**src/rtl/operator_sequencer_pkg.sv**
```systemverilog
// +----------------------------------------------------------------------------+
// | operator_sequencer_pkg: shared types and constants for the sequencer slice |
// | Rev 1.0                                                                    |
// +----------------------------------------------------------------------------+
`default_nettype none

package operator_sequencer_pkg;

  typedef logic [7:0] VoiceOperatorID_t;

  localparam int DEFAULT_NUM_VOICE_OPERATORS = 96;
  localparam int DEFAULT_RESULT_TIMEOUT      = 16;

  // Downstream stages compare the slot ID against this to detect end of frame.
  localparam VoiceOperatorID_t VOICE_OPERATOR_FRAME_END = 8'hff;

  typedef enum logic [1:0] {
    IDLE     = 2'd0,
    RUN      = 2'd1,
    SENTINEL = 2'd2,
    WAIT     = 2'd3
  } SequencerState_t;

  // Sticky flag update where a same-cycle set beats a clear.
  function automatic logic flag_next(input logic set, input logic clear, input logic q);
    return set | (q & ~clear);
  endfunction

endpackage

`default_nettype wire

```
**src/rtl/sample_handoff_register.sv**
```systemverilog
// +----------------------------------------------------------------------------+
// | sample_handoff_register: holds the frame sample under a valid/ack handshake |
// | Rev 1.0                                                                    |
// +----------------------------------------------------------------------------+
`default_nettype none

module sample_handoff_register
  import operator_sequencer_pkg::*;
(
  input  logic               clk_i,
  input  logic               rst_ni,
  input  logic               capture_i,
  input  logic signed [15:0] sample_i,
  input  logic               ack_i,
  input  logic               clear_i,
  output logic signed [15:0] sample_o,
  output logic               valid_o,
  output logic               dropped_o
);

  logic signed [15:0] sample_q, sample_d;
  logic               valid_q, valid_d;
  logic               dropped_q, dropped_d;
  logic               drop_set;

  always_comb begin
    sample_d = sample_q;
    valid_d  = valid_q;
    // An ack in the capture cycle consumes the old sample, so nothing is lost.
    drop_set = capture_i & valid_q & ~ack_i;
    if (capture_i) begin
      sample_d = sample_i;
      valid_d  = 1'b1;
    end else if (ack_i) begin
      valid_d  = 1'b0;
    end
    dropped_d = flag_next(drop_set, clear_i, dropped_q);
  end

  always_ff @(posedge clk_i or negedge rst_ni) begin
    if (!rst_ni) begin
      sample_q  <= '0;
      valid_q   <= 1'b0;
      dropped_q <= 1'b0;
    end else begin
      sample_q  <= sample_d;
      valid_q   <= valid_d;
      dropped_q <= dropped_d;
    end
  end

  assign sample_o  = sample_q;
  assign valid_o   = valid_q;
  assign dropped_o = dropped_q;

endmodule

`default_nettype wire

```
**src/rtl/operator_sequencer.sv**
```systemverilog
// +----------------------------------------------------------------------------+
// | operator_sequencer: per-sample slot scheduler, frame sentinel, result wait |
// | Optional macro SEQUENCER_OVERRUN_COUNT_EN adds o_OverrunCount.             |
// | Rev 1.0                                                                    |
// +----------------------------------------------------------------------------+
`default_nettype none

module operator_sequencer
  import operator_sequencer_pkg::*;
#(
  parameter int NUM_VOICE_OPERATORS = DEFAULT_NUM_VOICE_OPERATORS,
  parameter int RESULT_TIMEOUT      = DEFAULT_RESULT_TIMEOUT
) (
  input  logic               i_Clock,
  input  logic               i_Reset_n,
  input  logic               i_SampleTick,
  output logic [7:0]         o_VoiceOperator,
  output logic               o_OperatorValid,
  output logic               o_FrameEnd,
  input  logic               i_SampleReady,
  input  logic signed [15:0] i_Sample,
  output logic signed [15:0] o_Sample,
  output logic               o_SampleValid,
  input  logic               i_SampleAck,
  output logic               o_Busy,
  output logic               o_Overrun,
  output logic               o_Timeout,
  output logic               o_SampleDropped,
`ifdef SEQUENCER_OVERRUN_COUNT_EN
  output logic [15:0]        o_OverrunCount,
`endif
  input  logic               i_ClearStatus
);

  localparam int WAIT_W = $clog2(RESULT_TIMEOUT + 1);
  localparam VoiceOperatorID_t  LAST_SLOT = VoiceOperatorID_t'(NUM_VOICE_OPERATORS - 1);
  localparam logic [WAIT_W-1:0] LAST_WAIT = WAIT_W'(RESULT_TIMEOUT - 1);

  SequencerState_t   state_q, state_d;
  VoiceOperatorID_t  slot_q, slot_d;
  logic [WAIT_W-1:0] wait_q, wait_d;
  logic              pending_q, pending_d;
  logic              overrun_q, overrun_d;
  logic              timeout_q, timeout_d;
  VoiceOperatorID_t  vop_q, vop_d;
  logic              opvalid_q, opvalid_d;
  logic              frameend_q, frameend_d;

  logic              capture;
  logic              tick_drop;
  logic              timeout_set;

  always_comb begin
    state_d     = state_q;
    slot_d      = slot_q;
    wait_d      = wait_q;
    pending_d   = pending_q;
    capture     = 1'b0;
    tick_drop   = 1'b0;
    timeout_set = 1'b0;

    // One tick can be queued while busy; a second one is lost.
    if (i_SampleTick && (state_q != IDLE)) begin
      if (pending_q) tick_drop = 1'b1;
      else           pending_d = 1'b1;
    end

    case (state_q)
      IDLE: begin
        if (i_SampleTick || pending_q) begin
          state_d   = RUN;
          slot_d    = '0;
          pending_d = 1'b0;
        end
      end
      RUN: begin
        if (slot_q == LAST_SLOT) state_d = SENTINEL;
        else                     slot_d  = slot_q + 8'd1;
      end
      SENTINEL: begin
        state_d = WAIT;
        wait_d  = '0;
      end
      WAIT: begin
        if (i_SampleReady) begin
          capture = 1'b1;
          state_d = IDLE;
        end else if (wait_q == LAST_WAIT) begin
          timeout_set = 1'b1;
          state_d     = IDLE;
        end else begin
          wait_d = wait_q + WAIT_W'(1);
        end
      end
      default: state_d = IDLE;
    endcase

    overrun_d = flag_next(tick_drop, i_ClearStatus, overrun_q);
    timeout_d = flag_next(timeout_set, i_ClearStatus, timeout_q);

    // Slot outputs are decoded from the next state so they leave a register.
    vop_d      = VOICE_OPERATOR_FRAME_END;
    opvalid_d  = 1'b0;
    frameend_d = 1'b0;
    case (state_d)
      RUN: begin
        vop_d     = slot_d;
        opvalid_d = 1'b1;
      end
      SENTINEL: frameend_d = 1'b1;
      default: ;
    endcase
  end

  always_ff @(posedge i_Clock or negedge i_Reset_n) begin
    if (!i_Reset_n) begin
      state_q    <= IDLE;
      slot_q     <= '0;
      wait_q     <= '0;
      pending_q  <= 1'b0;
      overrun_q  <= 1'b0;
      timeout_q  <= 1'b0;
      vop_q      <= VOICE_OPERATOR_FRAME_END;
      opvalid_q  <= 1'b0;
      frameend_q <= 1'b0;
    end else begin
      state_q    <= state_d;
      slot_q     <= slot_d;
      wait_q     <= wait_d;
      pending_q  <= pending_d;
      overrun_q  <= overrun_d;
      timeout_q  <= timeout_d;
      vop_q      <= vop_d;
      opvalid_q  <= opvalid_d;
      frameend_q <= frameend_d;
    end
  end

`ifdef SEQUENCER_OVERRUN_COUNT_EN
  logic [15:0] overrun_count_q, overrun_count_d;

  always_comb begin
    overrun_count_d = overrun_count_q;
    if (tick_drop) begin
      if (overrun_count_q != 16'hffff) overrun_count_d = overrun_count_q + 16'd1;
    end else if (i_ClearStatus) begin
      overrun_count_d = '0;
    end
  end

  always_ff @(posedge i_Clock or negedge i_Reset_n) begin
    if (!i_Reset_n) overrun_count_q <= '0;
    else            overrun_count_q <= overrun_count_d;
  end

  assign o_OverrunCount = overrun_count_q;
`else
  // Without the counter, the sticky o_Overrun is the only record of dropped ticks.
`endif

  sample_handoff_register u_handoff (
    .clk_i     (i_Clock),
    .rst_ni    (i_Reset_n),
    .capture_i (capture),
    .sample_i  (i_Sample),
    .ack_i     (i_SampleAck),
    .clear_i   (i_ClearStatus),
    .sample_o  (o_Sample),
    .valid_o   (o_SampleValid),
    .dropped_o (o_SampleDropped)
  );

  assign o_VoiceOperator = vop_q;
  assign o_OperatorValid = opvalid_q;
  assign o_FrameEnd      = frameend_q;
  assign o_Busy          = (state_q != IDLE);
  assign o_Overrun       = overrun_q;
  assign o_Timeout       = timeout_q;

endmodule

`default_nettype wire

```
**config.mk**
```make
export PLATFORM = sky130hd
export DESIGN_NAME = operator_sequencer
export DESIGN_NICKNAME = d
export VERILOG_FILES = /design/src/rtl/operator_sequencer_pkg.sv /design/src/rtl/sample_handoff_register.sv /design/src/rtl/operator_sequencer.sv
export SDC_FILE = /design/constraint.sdc
export NUM_CORES = 1
export LEC_CHECK = 0
export ABC_CLOCK_PERIOD_IN_PS = 1620
export CORE_ASPECT_RATIO = 0.9
export CORE_MARGIN = 1.5
export CORE_UTILIZATION = 45
export CTS_BUF_LIST = sky130_fd_sc_hd__clkbuf_4 sky130_fd_sc_hd__clkbuf_8
export CTS_CLUSTER_DIAMETER = 200
export DETAILED_ROUTE_END_ITERATION = 7
export GPL_ROUTABILITY_DRIVEN = 0
export PLACE_DENSITY = 0.84
export SLEW_MARGIN = 20
export SYNTH_ARGS = -nofsm -noshare
export SYNTH_HDL_FRONTEND = slang
export SYNTH_HIERARCHICAL = 1
export SYNTH_SLANG_ARGS = --single-unit
```
**constraint.sdc**
```tcl
create_clock -name i_Clock -period 1.62 [get_ports i_Clock]
set_input_delay 0.324 -clock i_Clock [delete_from_list [all_inputs] [get_ports i_Clock]]
set_output_delay 0.324 -clock i_Clock [all_outputs]
set_load 0.1 [all_outputs]
```
==> results <==
==> per-stage QoR <==
stage	hold WS, ps	TNS, ps	utilization [%]	cell area (um2)
floorplan	28.4	-481	-	2010
global placement	190	-2420	72.8	3020
detailed placement	192	-3390	72.8	3020
CTS	410	-147	77.1	3210
global route	432	-682	79.8	3320
finish	401	-84.7	79.8	3320
==> flip-flops by register name, summed over array words and instances (netlist names) <==
register             count
o_FrameEnd               1
o_OperatorValid          1
o_VoiceOperator          8
o_Timeout                1
u_handoff/dropped_o      1
u_handoff/valid_o        1
o_Overrun                1
slot_q                   8
u_handoff/sample_o      16
wait_q                   5
state_q                  2
pending_q                1
==> routing by layer <==
metal  global-route usage, %  share of wire [%]
met1                    22.6                 40
met3                    4.88                3.7
met4                    10.8                3.1
met5                       0                  0
met2                    35.0                 53
==> area by class of cell <==
type                       count  area, um2  share of cell area, %
sequential                    46       1160                   35.0
timing repair buffer          86       1120                   33.9
inverter                       9       42.5                   1.28
multi-input combinational     98        826                   24.9
clock buffer                   6       76.3                   2.30
tap                           60       75.1                   2.26
clock inverter                 2       13.8                  0.415
==> logic make-up after synthesis <==
logic type | count (synthesis)
buffers and inverters | 13
adders and majority gates | 3
muxes | 18
xor gates and xnor gates | 4
AOI/OAI and AO/OA | 25
DFF | 46
and+or+nand+nor | 48
==> what timing repair did <==
item | CTS | global route
gates resized for setup | 12 | 10
endpoints found under the setup margin | 18 | 20
pin swaps | 5 | 10
hold buffers | 1 | 0
endpoints found under the hold margin | 7 | 0
setup buffers | 6 | 9
==> cells in the final DEF, fill, tap and decap left out, types with 4 or more instances in the layout <==
cell	n
inv_1	6
mux2_2	8
clkdlybuf4s50_1	20
buf_6	4
buf_12	33
mux2_4	8
dfrtp_1	38
nor2_1	6
buf_4	27
o21ai_0	9
dfstp_2	8
nand2_1	8
clkbuf_8	5
==> worst max path at each step <==
stage | startpoint | end | slack, ps | cells past startpoint
after global placement | i_SampleTick | o_VoiceOperator[5] | -230 | 5
after detailed placement | i_SampleTick | o_VoiceOperator[5] | -270 | 5
after CTS | slot_q[1] | o_VoiceOperator[4] | -30 | 7
final | slot_q[0] | slot_q[1] | -20 | 7
after floorplan | state_q[0] | slot_q[3] | -170 | 6
after global routing | wait_q[1] | wait_q[2] | -100 | 8
==> metrics.log <==
[metrics] status: finished, violations left
[metrics] violations in the final reports: negative setup slack
[metrics] Slew @ Worst Pin: around 340 ps
[metrics] mux share of post-synthesis cell area: a little under an eighth
[metrics] Yosys cell types: 40
[metrics] number of fill cells: about 230
[metrics] height of the die: ~66 um
[metrics] number of clock sinks: 46
[metrics] number of top-level pins: 53
[metrics] Setup crit start kind: flip-flop
[metrics] Req. time, crit path: between 1500 and 2000 ps
[metrics] post-synthesis instance area: 0.00199 mm2
[metrics] Min-Delay Path Class: in -> async
[metrics] total instance count after detailed placement: 283
[metrics] global route total overflow: 0
[metrics] DRC violation count after routing: 0
[metrics] endpoint type of the worst setup path: flip-flop
[metrics] number of input and output port buffers inserted: 52
[metrics] final cell count without fillers: 307
[metrics] CTS Root Cell: clkbuf_8
[metrics] total track usage: 20.1%
[metrics] detailed-route via count: roughly 1.6k
[metrics] share of the yosys chip area belonging to registers: 58.4%
[metrics] number of standard-cell rows in the floorplan: 22
[metrics] critical path buffer and inverter count: 3
[metrics] number of antenna violations at the first check in global routing: 0
[metrics] Max stage delay on crit path: around 520 ps
[metrics] worst reg2reg startpoint: slot_q[0]
[metrics] pin count of the biggest net entering global routing: 40
[metrics] CTS tree: yes
[metrics] average size of a mapped cell: approximately 13 um2
[metrics] maximum fanout along the worst path: 8
[metrics] worst slew margin relative to its limit: between 70% and 80%
[metrics] highest achievable clock rate: 0.609 GHz
[metrics] Post-synth EDFFs: 0
[metrics] number of max-cap violations: 0
[metrics] final setup skew: roughly 13 ps
[metrics] reg-to-reg setup timing slack: -20 ps
[metrics] Total Die Area: 0.00483 mm2
[metrics] buffer levels on the longest clock path: 2
[metrics] core region area: about 0.0042 mm2
[metrics] count of synthesis-stage warnings from yosys: 6
[metrics] portion of the clock cycle consumed by the worst path in the final layout: 101%
[metrics] routed vias/inst: between 5 and 6
[metrics] proportion of layout cells with a drive suffix above 1: around half
[metrics] RSZ-0062 raised after global routing: yes
[metrics] first-pass GRT wire length: 7120 um
[metrics] area growth from synthesis to layout: 66.9%
[metrics] number of buffers created by CTS: 5
[metrics] htree depth: 2
[metrics] via count of the first global-routing pass: approximately 1.6k
[metrics] Synth Area in Compound Gates: a little under a tenth
[metrics] async set-or-reset flop fraction in the synthesized netlist: 100%
[metrics] drt initial violations: between 70 and 80
[metrics] post-synth top area cell: dfrtp_1
[metrics] count leader, synth: dfrtp_1
[metrics] iteration count of the initial detailed-routing pass: 6
[metrics] dominant combinational cell family by area after synthesis: simple AND/OR/NAND/NOR gates
[metrics] Initial Util: a little under half
[metrics] number of endpoints failing setup at the final stage: 6
[metrics] final setup slack of the worst path: -23.4 ps
[metrics] CP Data Arrival Time: 1880 ps
[metrics] critical setup path kind: reg -> reg
[metrics] WL final: roughly 4800 um
[metrics] Mapped Cells: about 160
[metrics] cells along the critical path: ha_2, inv_2, or4_4, o21bai_4, buf_6, inv_6, o21ai_2
[metrics] final-stage net count: 271
[metrics] Main synth FF type: dfrtp_1
[metrics] number of antenna cells inserted: 0
[metrics] final worst path period need: roughly 1600 ps
[metrics] master of the slowest instance on the critical path: or4_4
[metrics] top post-synthesis cells by count: dfrtp_1, o21ai_0, nand2_1
[metrics] dominant cells by area after synthesis: dfrtp_1, dfstp_2, mux2_4, mux2_2, o21ai_0
[metrics] xor-xnor portion of the synthesized cell area: 1.76%
[metrics] post-synthesis register bit count: 46
[metrics] final hold viol count: 0
[metrics] worst reg2reg path depth: 7
[metrics] simple-gate area share of the yosys netlist: 13.2%
[metrics] clock slew at the register clock pins of the worst setup and hold paths: roughly 90 ps
[metrics] clock network latency to the later pin of the worst-skew pair: approximately 300 ps
[metrics] Critical R2R Capture: slot_q[1]
[metrics] horizontal die dimension: ~73 um
[metrics] Slew Limit Fails: 0
[metrics] post-detail-place hpwl: around 3400 um
[metrics] post-route ant nets: 0
[metrics] adder and majority cell fraction of the synthesized area: 1.89%
[metrics] area share of the largest cell type after synthesis: a little under half
[metrics] family with the most delay on the worst path: simple AND/OR/NAND/NOR gates
[metrics] Setup WS pre-CTS: -270 ps
[metrics] synthesized netlist net count: about 180
[metrics] routed wirelength normalized by instance count: around 16 um
Power of run 1 is left out: the tool's default activity adds up to more than one toggle a clock period on the data nets, which glitch-free logic cannot reach.
==> variant, RTL diff (same settings) <==
`DEFAULT_RESULT_TIMEOUT`: 16 -> 32.
--- a/src/rtl/operator_sequencer_pkg.sv
+++ b/src/rtl/operator_sequencer_pkg.sv
@@ -9,7 +9,7 @@
   typedef logic [7:0] VoiceOperatorID_t;
 
   localparam int DEFAULT_NUM_VOICE_OPERATORS = 96;
-  localparam int DEFAULT_RESULT_TIMEOUT      = 16;
+  localparam int DEFAULT_RESULT_TIMEOUT      = 32;
 
   // Downstream stages compare the slot ID against this to detect end of frame.
   localparam VoiceOperatorID_t VOICE_OPERATOR_FRAME_END = 8'hff;
Formal check against the unedited RTL: same outputs for any inputs over 10 cycles, from zero or initial values and one cycle with i_Reset_n low; that may be too few to reach the edited logic, so the function may still have changed.
==> variant against the original RTL <==
Routed wire length grew 19%. Non-clock buffer count is 14 lower. Synthesized area increased by 6.7%. Sequential cell count increased by 1. Final area fell by 0.19%. First-iteration DRC count is 63% higher. Worst setup slack better by 0.048 ns.
Power is left out: it rests on default switching activity, and per cell area and clock period it moved more than threefold.
==> variant: results (changes against the original RTL) <==
qor: worst_setup_path.timing.critical_path.max_delay_family buffers and inverters
qor: global_route.pin_count_of_the_biggest_net_entering_global_routing 31 [-23%]
qor: logic_synthesis.ys_async_sr_fraction 1.000 [unchanged]
qor: worst_setup_path.cp_num_buf_inv 3 [unchanged]
qor: drt.vias 1768 [+9.6%]
qor: placed_design.port-buffer-count 52 [unchanged]
qor: layout.final-instance-count-excl-fill 315 [+2.6%]
qor: worst_hold_path.worst_hold_path_type in2reg
qor: worst_setup_path.cp.arrival 1.78 ns [-0.10 ns]
qor: cts.clk_transition_reported_paths 0.09 ns [about the same]
qor: global_route.grt_pass1_wl 8321 µm [+17%]
qor: worst_setup_path.crit_path_top_delay_cell sky130_fd_sc_hd__dfrtp_1
qor: logic_synthesis.synth.top_cells.by_area sky130_fd_sc_hd__dfrtp_1 46%, sky130_fd_sc_hd__dfstp_2 9.9%, sky130_fd_sc_hd__mux2_4 5.7%
qor: worst_setup_path.reg2reg_slack 0.03 ns [+0.05 ns]
qor: cts.clockBufferDepth 2 [unchanged]
qor: layout.post_route_cells_drive_above_1_share 0.3953 [-0.1108]
qor: drt.first_pass_iters 4 [-2]
qor: logic_synthesis.synth_cell_types 49 [+23%]
qor: worst_setup_path.worstPathMaxFanout 11 [+3]
qor: cts.clock_tree.root_cell sky130_fd_sc_hd__clkbuf_8
qor: placed_design.dpl.cell_count 302 [+6.7%]
qor: worst_hold_path.hold_crit_start i_SampleReady
qor: timing.hold_slack_final 0.4230 ns [+0.02245 ns]
qor: worst_hold_path.worst_hold_path.endpoint o_Timeout
qor: logic_synthesis.synth_flop_cell sky130_fd_sc_hd__dfrtp_1
qor: logic_synthesis.synth.yosys.seq_area_share 0.5590 [-0.02505]
qor: timing.final.setup_skew 0.01079 ns [-0.002360 ns]
qor: logic_synthesis.synth_fp_nets 204 [+12%]
qor: layout.largest_reg_flops 16 [unchanged]
qor: drt.drt-initial-drc-count 127 [+63%]
qor: placed_design.post_dp_cell_area 3110 µm² [+2.9%]
qor: global_route.grt_pass1_vias 1783 [+13%]
qor: timing.slew_headroom 0.6775 [-0.09516]
qor: global_route.globalRouteTotalUtil 0.2217 [+0.02035]
qor: layout.nNetsFinal 276 [+1.8%]
qor: drt.drt_wl_total 5697 µm [+19%]
qor: worst_setup_path.critPathLaunch state_q[1]
qor: worst_setup_path.critical_path.max_stage_delay 0.40 ns [-0.12 ns]
qor: logic_synthesis.syn-mean-instance-area 11.79 µm² [-6.9%]
qor: worst_setup_path.rr_worst_depth 6 [-1]
qor: placed_design.post-dp-hpwl 3735 µm [+10%]
qor: outcome.run_status finished, final reports clean
qor: logic_synthesis.most_frequent_cells_after_synthesis 39 x sky130_fd_sc_hd__dfrtp_1, 12 x sky130_fd_sc_hd__inv_1, 10 x sky130_fd_sc_hd__nand3_1
-- variant: cell types whose count changed in the layout (fill, tap and decap cells not counted), moves of 3 or more --
cell / before / now
sky130_fd_sc_hd__a21oi_1: 0 / 8
sky130_fd_sc_hd__a31oi_1: 0 / 3
sky130_fd_sc_hd__buf_4: 27 / 16
sky130_fd_sc_hd__buf_6: 4 / 1
sky130_fd_sc_hd__inv_1: 6 / 11
sky130_fd_sc_hd__nand3_1: 3 / 10
sky130_fd_sc_hd__nand3_2: 3 / 0
sky130_fd_sc_hd__or2_2: 0 / 3
sky130_fd_sc_hd__or2_4: 3 / 0
sky130_fd_sc_hd__or3_1: 0 / 4
-- variant: routing by layer --
layer | vias to the layer above | global-route usage | part of all wire
met3 | 13 | 0.04566 | 0.067
met2 | 91 | 0.4079 | 0.53
li1 | 793 | - | -
met4 | 0 | 0.1004 | 0.020
met1 | 871 | 0.2441 | 0.38
met5 | - | 0 | 0
-- variant: cell type report --
cell class | instances | area [µm²]
sequential | 47 | 1187
timing repair buffer | 72 | 1010
multi-input combinational | 114 | 870.8
tap | 62 | 77.57
clock buffer | 6 | 82.58
inverter | 12 | 48.80
clock inverter | 2 | 35.03
fill | 266 | 1177
-- variant: worst max path at each step --
stage                  to  slack [ns]
6_report        slot_q[1]        0.03
5_1_grt         slot_q[3]       -0.09
4_1_cts        state_q[0]       0.001
3_5_place_dp    wait_q[5]       -0.20
3_3_place_gp    wait_q[5]       -0.17
2_1_floorplan      o_Busy        0.02
-- variant: cells by family (layout without fill, tap and decap cells) --
group,Yosys count,after routing,share of synthesized area
XOR/XNOR,3,3,0.01238
AND/OR/NAND/NOR,52,52,0.1338
adder cells (fa/ha/maj),2,2,0.01179
AO/OA/AOI/OAI,40,40,0.1303
flip-flops,47,47,0.5590
buffers and inverters,19,92,0.04893
multiplexers,17,17,0.1038
-- variant: worst reg2reg max path, delay by kind of cell, from the launching register on --
family / cells / cell delay, ns
compound gates: 2 / 0.26
buf+inv: 3 / 0.49
flops: 1 / 0.40
simple gates: 1 / 0.34
-- variant: stage by stage --
step	worst slack (ns)	TNS (ns)
after floorplan	0.01977	0
after global placement	-0.1658	-3.526
after detailed placement	-0.2030	-4.243
after CTS	0.001239	0
after global routing	-0.09413	-0.2938
final	0.02508	0
-- variant: timing repair --
item,4_1_cts,5_1_grt
endpoints found under the setup margin,2,10
gates resized for setup,3,9
pin swaps,0,2
cloned,0,0
endpoints found under the hold margin,15,0
buffers inserted,2,2
hold buffers,1,0
